[src/rtl/controlador_falta_if.sv]
// Bundle of the cache-side request/fill handshake and the main-memory bus
// that the miss sequencer sits between.
interface controlador_falta_if #(
    parameter int ADDR_W = 5,
    parameter int DATA_W = 8
);
    logic              req_valid;
    logic              req_hit;
    logic              req_dirty;
    logic [ADDR_W-1:0] req_address;
    logic [ADDR_W-1:0] victim_address;
    logic [DATA_W-1:0] victim_data;
    logic              busy;
    logic              mem_wren;
    logic [ADDR_W-1:0] mem_address;
    logic [DATA_W-1:0] mem_data;
    logic [DATA_W-1:0] mem_q;
    logic              fill_valid;
    logic [DATA_W-1:0] fill_data;
    logic              done;

    // Environment side: the cache issues requests, main memory returns mem_q.
    modport master (
        output req_valid, req_hit, req_dirty, req_address,
        output victim_address, victim_data, mem_q,
        input  busy, mem_wren, mem_address, mem_data,
        input  fill_valid, fill_data, done
    );

    // Sequencer side.
    modport slave (
        input  req_valid, req_hit, req_dirty, req_address,
        input  victim_address, victim_data, mem_q,
        output busy, mem_wren, mem_address, mem_data,
        output fill_valid, fill_data, done
    );
endinterface

[src/rtl/controlador_falta.sv]
// Miss / write-back sequencer between the L1 cache and main memory.
// Every output is a register loaded from its next-cycle value, so main memory
// sees one clean operation per cycle and done/fill_valid are glitch-free.
// RD lasts 1 + MEM_LAT cycles: one cycle for the registered read address to
// reach the synchronous RAM, then MEM_LAT cycles until mem_q is valid.
module controlador_falta #(
    parameter int ADDR_W  = 5,
    parameter int DATA_W  = 8,
    parameter int MEM_LAT = 1,
    parameter int CNT_W   = 8
) (
    input  logic                clock,
    input  logic                reset,
    controlador_falta_if.slave  bus,
    output logic [CNT_W-1:0]    miss_count,
    output logic [CNT_W-1:0]    wb_count
);
    typedef enum logic [1:0] {
        IDLE = 2'd0,
        WB   = 2'd1,
        RD   = 2'd2,
        FILL = 2'd3
    } state_t;

    localparam logic [3:0] LAT_END = 4'(MEM_LAT);

    state_t            state,       state_n;
    logic [3:0]        wait_cnt,    wait_n;
    logic [ADDR_W-1:0] req_addr,    req_addr_n;
    logic [CNT_W-1:0]  miss_n,      wb_n;
    logic              busy_n,      wren_n;
    logic [ADDR_W-1:0] mem_addr_n;
    logic [DATA_W-1:0] mem_data_n,  fill_data_n;
    logic              fill_valid_n, done_n;

    // Saturating increment for the statistics counters.
    function automatic logic [CNT_W-1:0] sat_inc(input logic [CNT_W-1:0] v);
        if (v == {CNT_W{1'b1}}) begin
            return v;
        end else begin
            return v + CNT_W'(1);
        end
    endfunction

    // Next-state, next-output and counter update logic.
    always_comb begin
        state_n      = state;
        wait_n       = wait_cnt;
        req_addr_n   = req_addr;
        miss_n       = miss_count;
        wb_n         = wb_count;
        fill_data_n  = bus.fill_data;
        fill_valid_n = 1'b0;
        done_n       = 1'b0;
        case (state)
            IDLE: begin
                wait_n = 4'd0;
                if (bus.req_valid) begin
                    req_addr_n = bus.req_address;
                    if (bus.req_hit) begin
                        done_n = 1'b1;
                    end else if (bus.req_dirty) begin
                        state_n = WB;
                        miss_n  = sat_inc(miss_count);
                        wb_n    = sat_inc(wb_count);
                    end else begin
                        state_n = RD;
                        miss_n  = sat_inc(miss_count);
                    end
                end else begin
                    state_n = IDLE;
                end
            end
            WB: begin
                state_n = RD;
                wait_n  = 4'd0;
            end
            RD: begin
                if (wait_cnt == LAT_END) begin
                    state_n      = FILL;
                    fill_valid_n = 1'b1;
                    done_n       = 1'b1;
                    fill_data_n  = bus.mem_q;
                end else begin
                    wait_n = wait_cnt + 4'd1;
                end
            end
            FILL: begin
                state_n = IDLE;
            end
            default: begin
                state_n = IDLE;
            end
        endcase

        // The victim address/data come straight from the inputs on the
        // accepting edge, so the WB registers act as the victim latch.
        busy_n = (state_n != IDLE);
        wren_n = (state_n == WB);
        if (state_n == WB) begin
            mem_addr_n = bus.victim_address;
            mem_data_n = bus.victim_data;
        end else begin
            mem_addr_n = req_addr_n;
            mem_data_n = {DATA_W{1'b0}};
        end
    end

    // State and output registers; reset aborts any sequence in flight.
    always_ff @(posedge clock) begin
        if (reset) begin
            state           <= IDLE;
            wait_cnt        <= 4'd0;
            req_addr        <= {ADDR_W{1'b0}};
            miss_count      <= {CNT_W{1'b0}};
            wb_count        <= {CNT_W{1'b0}};
            bus.busy        <= 1'b0;
            bus.mem_wren    <= 1'b0;
            bus.mem_address <= {ADDR_W{1'b0}};
            bus.mem_data    <= {DATA_W{1'b0}};
            bus.fill_valid  <= 1'b0;
            bus.fill_data   <= {DATA_W{1'b0}};
            bus.done        <= 1'b0;
        end else begin
            state           <= state_n;
            wait_cnt        <= wait_n;
            req_addr        <= req_addr_n;
            miss_count      <= miss_n;
            wb_count        <= wb_n;
            bus.busy        <= busy_n;
            bus.mem_wren    <= wren_n;
            bus.mem_address <= mem_addr_n;
            bus.mem_data    <= mem_data_n;
            bus.fill_valid  <= fill_valid_n;
            bus.fill_data   <= fill_data_n;
            bus.done        <= done_n;
        end
    end
endmodule

[src/flat_wrapper.sv]
// flat-port wrapper written by rule: the top's interface ports become plain ports
module controlador_falta_flat 
#(
    parameter int ADDR_W  = 5,
    parameter int DATA_W  = 8,
    parameter int MEM_LAT = 1,
    parameter int CNT_W   = 8
)
  (clock, reset, miss_count, wb_count, bus_req_valid, bus_req_hit, bus_req_dirty, bus_req_address, bus_victim_address, bus_victim_data, bus_mem_q, bus_busy, bus_mem_wren, bus_mem_address, bus_mem_data, bus_fill_valid, bus_fill_data, bus_done);
  controlador_falta_if #(.ADDR_W(ADDR_W), .DATA_W(DATA_W)) bus_i ();
  input  logic clock;
  input  logic reset;
  output logic [CNT_W-1:0] miss_count;
  output logic [CNT_W-1:0] wb_count;
  input wire logic [$bits(bus_i.req_valid)-1:0] bus_req_valid;
  input wire logic [$bits(bus_i.req_hit)-1:0] bus_req_hit;
  input wire logic [$bits(bus_i.req_dirty)-1:0] bus_req_dirty;
  input wire logic [$bits(bus_i.req_address)-1:0] bus_req_address;
  input wire logic [$bits(bus_i.victim_address)-1:0] bus_victim_address;
  input wire logic [$bits(bus_i.victim_data)-1:0] bus_victim_data;
  input wire logic [$bits(bus_i.mem_q)-1:0] bus_mem_q;
  output wire logic [$bits(bus_i.busy)-1:0] bus_busy;
  output wire logic [$bits(bus_i.mem_wren)-1:0] bus_mem_wren;
  output wire logic [$bits(bus_i.mem_address)-1:0] bus_mem_address;
  output wire logic [$bits(bus_i.mem_data)-1:0] bus_mem_data;
  output wire logic [$bits(bus_i.fill_valid)-1:0] bus_fill_valid;
  output wire logic [$bits(bus_i.fill_data)-1:0] bus_fill_data;
  output wire logic [$bits(bus_i.done)-1:0] bus_done;
  assign bus_i.req_valid = bus_req_valid;
  assign bus_i.req_hit = bus_req_hit;
  assign bus_i.req_dirty = bus_req_dirty;
  assign bus_i.req_address = bus_req_address;
  assign bus_i.victim_address = bus_victim_address;
  assign bus_i.victim_data = bus_victim_data;
  assign bus_i.mem_q = bus_mem_q;
  assign bus_busy = bus_i.busy;
  assign bus_mem_wren = bus_i.mem_wren;
  assign bus_mem_address = bus_i.mem_address;
  assign bus_mem_data = bus_i.mem_data;
  assign bus_fill_valid = bus_i.fill_valid;
  assign bus_fill_data = bus_i.fill_data;
  assign bus_done = bus_i.done;
  controlador_falta #(.ADDR_W(ADDR_W), .DATA_W(DATA_W), .MEM_LAT(MEM_LAT), .CNT_W(CNT_W)) u_core (.clock(clock), .reset(reset), .bus(bus_i), .miss_count(miss_count), .wb_count(wb_count));
endmodule
[config.mk]
export PLATFORM = sky130hd
export DESIGN_NAME = controlador_falta_flat
export DESIGN_NICKNAME = d
export VERILOG_FILES = /design/src/rtl/controlador_falta_if.sv /design/src/rtl/controlador_falta.sv /design/src/flat_wrapper.sv
export SDC_FILE = /design/constraint.sdc
export NUM_CORES = 1
export LEC_CHECK = 0
export BUFFER_PORTS_ARGS = -buffer_cell sky130_fd_sc_hd__buf_2
export CAP_MARGIN = 15
export CORE_MARGIN = 3
export CORE_UTILIZATION = 54
export CTS_CLUSTER_DIAMETER = 150
export DETAILED_ROUTE_END_ITERATION = 7
export GPL_TIMING_DRIVEN = 0
export PLACE_DENSITY = 0.84
export SETUP_SLACK_MARGIN = 0.5
export SLEW_MARGIN = 20
export SYNTH_ARGS = -nofsm -noshare
export SYNTH_HDL_FRONTEND = slang
export SYNTH_SLANG_ARGS = --single-unit
[constraint.sdc]
create_clock -name clock -period 5.45 [get_ports clock]
set_input_delay 1.09 -clock clock [delete_from_list [all_inputs] [get_ports clock]]
set_output_delay 1.09 -clock clock [all_outputs]
set_load 0.01 [all_outputs]
# Yosys cells after proc, flatten, opt, wreduce, memory -nomap -nowiden
# Cells that the tools add are included.
# totals
elab_cells	52
reg_bits	52
output_inout_bits	41
inputBits	31
# op_classes
mux	14
eq_ne	8
reduce_logical	10
n_bitwise	5
add_sub_neg	3
# ops
operator	n
8-bit by 1-bit adder with 8-bit output, second input constant	2
8-bit == test, second input constant	2
5-bit two-way mux	3
2-bit two-way mux	4
2-bit one-hot mux with 4 select lines	1
4-bit one-hot mux with 2 select lines	1
2-bit OR reduction	3
1-bit inverter	5
5-bit AND reduction	1
4-bit by 1-bit adder with 4-bit output, second input constant	1
2-bit by 1-bit == test with 1-bit output, second input constant	2
2-bit == test, second input constant	2
4-bit by 1-bit == test with 1-bit output, second input constant	1
4-bit two-way mux	1
2-bit AND reduction	2
4-bit AND reduction	1
2-bit nonzero test	2
1-bit two-way mux	3
2-bit logical NOT	1
2-bit != test, second input constant	1
1-bit one-hot mux with 2 select lines	1

# Longest topological paths before layout
# depth
depth_word	7
depth_mapped	8

# Least setup slack after synthesis
# Ideal clock, no wire load.
# synth_timing
path_kind	input -> register
from	in bus_req_hit
to	reg u_core.bus.mem_address[3]
path_slack_ns	3.191
setup_ns	0.079
stages	6
t_arrival_ns	2.180
cell_sequence	buf_2 > nand2b_1 > a32o_2 > a21o_4 > buf_6 > a211oi_2
# synth_between
elab_chain_len	5
# synth_lines
item	line_no	source
start, declared	flat_wrapper.sv:16	input wire logic [$bits(bus_i.req_hit)-1:0] bus_req_hit;
2-bit two-way mux	controlador_falta.sv:60	if (bus.req_hit) begin
2-bit two-way mux	controlador_falta.sv:58	if (bus.req_valid) begin
2-bit one-hot mux with 4 select lines	controlador_falta.sv:55	case (state)
2-bit by 1-bit == test with 1-bit output	controlador_falta.sv:100	if (state_n == WB) begin
5-bit two-way mux	controlador_falta.sv:100	
end signal, assigned	controlador_falta.sv:119	bus.mem_address <= {ADDR_W{1'b0}};
end signal, assigned	controlador_falta.sv:132	bus.mem_address <= mem_addr_n;
end, declared	controlador_falta_if.sv:34	output busy, mem_wren, mem_address, mem_data,
# No other way between the ends.
# A chain may end at the register's enable or synchronous reset.

# Final worst setup path
# layout_timing
from	in bus_req_valid
to	reg u_core.bus.mem_data[1]
# layout_between
elab_chain_len	5
# layout_lines
item	line_no	source
start, declared	flat_wrapper.sv:15	input wire logic [$bits(bus_i.req_valid)-1:0] bus_req_valid;
2-bit two-way mux	controlador_falta.sv:58	
2-bit one-hot mux with 4 select lines	controlador_falta.sv:55	
2-bit by 1-bit == test with 1-bit output	controlador_falta.sv:100	
1-bit inverter (no line)	n/a	
2-bit OR reduction (no line)	n/a	
end signal, assigned	controlador_falta.sv:120	bus.mem_data <= {DATA_W{1'b0}};
end signal, assigned	controlador_falta.sv:133	bus.mem_data <= mem_data_n;
end, declared	controlador_falta_if.sv:34	
# No other way between the ends.

==> impl_metrics.py <==
metrics = {
    "clocking": {
        "htree_levels": 2,
        "clockBufferDepth": 2,
        "cts_buffers": 5,
        "clk_pin_slew_ps": 90,
        "holdBufCountCts": 0,
        "cts_tree": "yes",
        "cts_setup_buffers": 0,
        "clkSinkCount": 52,
        "clockRootBuffer": "clkbuf_8",
        "clk_latency_ps": 300,
        "cts-resized-gates": 0,
    },
    "critical_path": {
        "cp_cell_sequence": "buf_2 > and2_4 > buf_6 > a32o_2 > a21o_4 > buf_6 > nor3b_2",
        "crit_fanout": 10,
        "crit_arrival_ps": 2370,
        "worst-setup-path-type": "input pin to flip-flop",
        "max_stage_delay_ps": 300,
        "crit_path_end_kind": "flip-flop",
        "cp.required_ps": 5680,
        "crit_path_start_kind": "input pin",
        "cpMaxStageDelayCell": "a32o_2",
        "path_common_cell": "buf_6",
    },
    "synthesis": {
        "synthesis.area_um2": 2228,
        "synth.distinct_cells": 45,
        "yosys_warnings": 0,
        "synthesis.instances": 239,
        "synth_nets": 277,
        "async_flop_share_pct": 0,
        "ys_seq_area_share_pct": 46.72,
        "ys_ff_latch": 52,
        "synth_edf_count": 0,
        "synth_area_per_cell_um2": 9.324,
        "synthFlopType": "dfxtp_1",
    },
    "floorplanning": {
        "placement_rows": 22,
        "start_util_pct": 58.24,
        "fp.dieArea_um2": 4934,
        "fp.dieW_um": 70.24,
        "core-area_um2": 3826,
        "die_h_um": 70.24,
        "ioPinCount": 72,
    },
    "timing": {
        "relSlewSlack_pct": 57.24,
        "rsz0062_at_grt": "false",
        "final.setup.worst_slack_ps": 3313,
        "fin_crit_ps": 2137,
        "fmax_ghz": 0.4680,
        "drv_slew": 0,
        "hold_viol_final": 0,
        "clock_skew_ps": 2.742,
        "setup_viol": 0,
        "layout_worst_path_cycle_share_pct": 39.21,
        "worstMarginPinSlew_ps": 641.3,
        "fin_tns_setup_ps": 0,
        "timing.hold.ws_ps": 453.1,
    },
    "placed_design": {
        "place_congestion": 0.8174,
        "port_buffers": 69,
        "place_ws_ps": 2998,
        "dp_hpwl_um": 3580,
        "dp.cells": 356,
    },
    "drt": {
        "wl_per_cell_um": 13.27,
        "dr_wl_met2_um": 2267,
        "wl_met3_um": 346,
        "first_pass_iters": 4,
        "drc": 0,
        "wl_met1_um": 2158,
        "route.top_layer_used": "met4",
        "vias_per_cell": 5.396,
        "ant_nets": 0,
        "drt_wl_total_um": 4832,
        "vias": 1964,
        "drt_iter0_drc": 88,
    },
    "layout": {
        "post-route-util_pct": 71.26,
        "area_delta_synth_final_pct": 22.35,
        "diodes": 0,
        "finalNonFillerCells": 364,
        "layout.nets": 353,
        "fill_cells": 313,
        "final_cell_mix": "71 x buf_2, 52 x dfxtp_1, 30 x nand2_1, 24 x nor2_1, 17 x a21oi_1",
        "drive_gt1_share_pct": 29.75,
        "final_common_cell": "buf_2",
    },
    "power": {
        "p_per_area_nw_per_um2": 251.5,
        "p_leak_nw": 1.190,
        "ir_drop_mv": 0.1750,
    },
    "global_routing": {
        "grt_pass1_wl_um": 8100,
        "antenna_found_initial": 0,
        "grt_pass1_vias": 1875,
        "grt_overflow": 0,
        "grt_max_degree": 16,
        "grt_usage_pct": 20.30,
    },
    "job": {
        "maxCapViolations": 0,
    },
    "status": {
        "status": "finished, final reports clean",
    },
    "min_path": {
        "hold_class": "flip-flop to flip-flop",
    },
}
[path summary, 6_finish.rpt]
path	startpoint	endpoint	slack, ps	depth (start not counted)
worst max-delay path	bus_req_valid	u_core.bus.mem_data[1]	3310	7
worst min-delay path	u_core.bus.fill_data[0]	u_core.bus.fill_data[0]	450	2
worst max register to register	u_core.state[0]	u_core.bus.mem_data[1]	3510	8
worst min register to register	u_core.bus.fill_data[0]	u_core.bus.fill_data[0]	450	2
[power breakdown]
part	internal, mW	leakage (nW)	switching (mW)	total (mW)
combinational	0.0313	0.717	0.0375	0.0688
clock	0.101	0.0510	0.120	0.221
sequential	0.390	0.422	0.00516	0.395
[sequential cells by signal, indices dropped and copies added, names as in the netlist]
name and count:
u_core.bus.fill_data 8, u_core.bus.mem_data 8, u_core.miss_count 8, u_core.wb_count 8, u_core.bus.mem_address 5, u_core.req_addr 5
u_core.wait_cnt 4, u_core.state 2, u_core.bus.busy 1, u_core.bus.done 1, u_core.bus.fill_valid 1, u_core.bus.mem_wren 1
[synthesized netlist by cell type (3+ instances only)]
| library cell | instances | area [um2] |
|---|---|---|
| nand3b_1 | 3 | 22.52 |
| clkbuf_1 | 8 | 30.03 |
| nand3_1 | 4 | 20.02 |
| nor2_1 | 24 | 90.09 |
| o21ai_0 | 6 | 30.03 |
| nand2_1 | 30 | 112.6 |
| and3_1 | 5 | 31.28 |
| a211oi_1 | 11 | 82.58 |
| dfxtp_1 | 52 | 1041 |
| mux2i_1 | 8 | 80.08 |
| ha_1 | 7 | 87.58 |
| nor3b_2 | 8 | 100.1 |
| nor3_1 | 6 | 30.03 |
| nand2b_1 | 3 | 18.77 |
| inv_1 | 6 | 22.52 |
| a21oi_1 | 17 | 85.08 |
[area by class of cell]
class | instances | area, um2 | share of cell area [%]
Clock buffer | 6 | 82.58 | 3.029
Timing Repair Buffer | 69 | 345.3 | 12.67
Sequential cell | 52 | 1041 | 38.18
Inverter | 6 | 22.52 | 0.8261
Tap cell | 48 | 60.06 | 2.203
Multi-Input combinational cell | 169 | 1102 | 40.43
Clock inverter | 2 | 10.01 | 0.3671
Buffer | 12 | 62.56 | 2.295
[routing by layer]
| metal | up-vias | track usage, % |
|---|---|---|
| met2 | 61 | 33.78 |
| met5 | - | 0 |
| met3 | 8 | 6.475 |
| met1 | 894 | 24.69 |
| met4 | 0 | 6.596 |
| li1 | 1001 | - |
[cell families (layout without fill, tap and decap cells)]
logic type	count (synthesis)	after routing	share of synthesized area (%)
AND/OR/NAND/NOR	102	102	26.00
XOR/XNOR	3	3	1.179
multiplexers	8	8	3.594
flip-flops	52	52	46.72
adder cells (fa/ha/maj)	7	7	3.930
AO/OA/AOI/OAI	49	49	14.77
buffers and inverters	18	95	3.818
[metrics by stage]
| step | instance area, um2 | power (mW) |
|---|---|---|
| 3_3_place_gp | 2634 | 0.4712 |
| 5_1_grt | 2726 | 0.7153 |
| 6_report | 2726 | 0.6855 |
| 3_5_place_dp | 2634 | 0.4733 |
| 2_1_floorplan | 2228 | 0.4459 |
| 4_1_cts | 2726 | 0.6931 |
[critical path, delay by kind of cell]
| kind | cells | cell delay (ps) |
|---|---|---|
| compound gates | 2 | 520 |
| buf+inv | 3 | 410 |
| simple gates | 2 | 330 |
No activity file was read; power rests on OpenSTA's default activity.
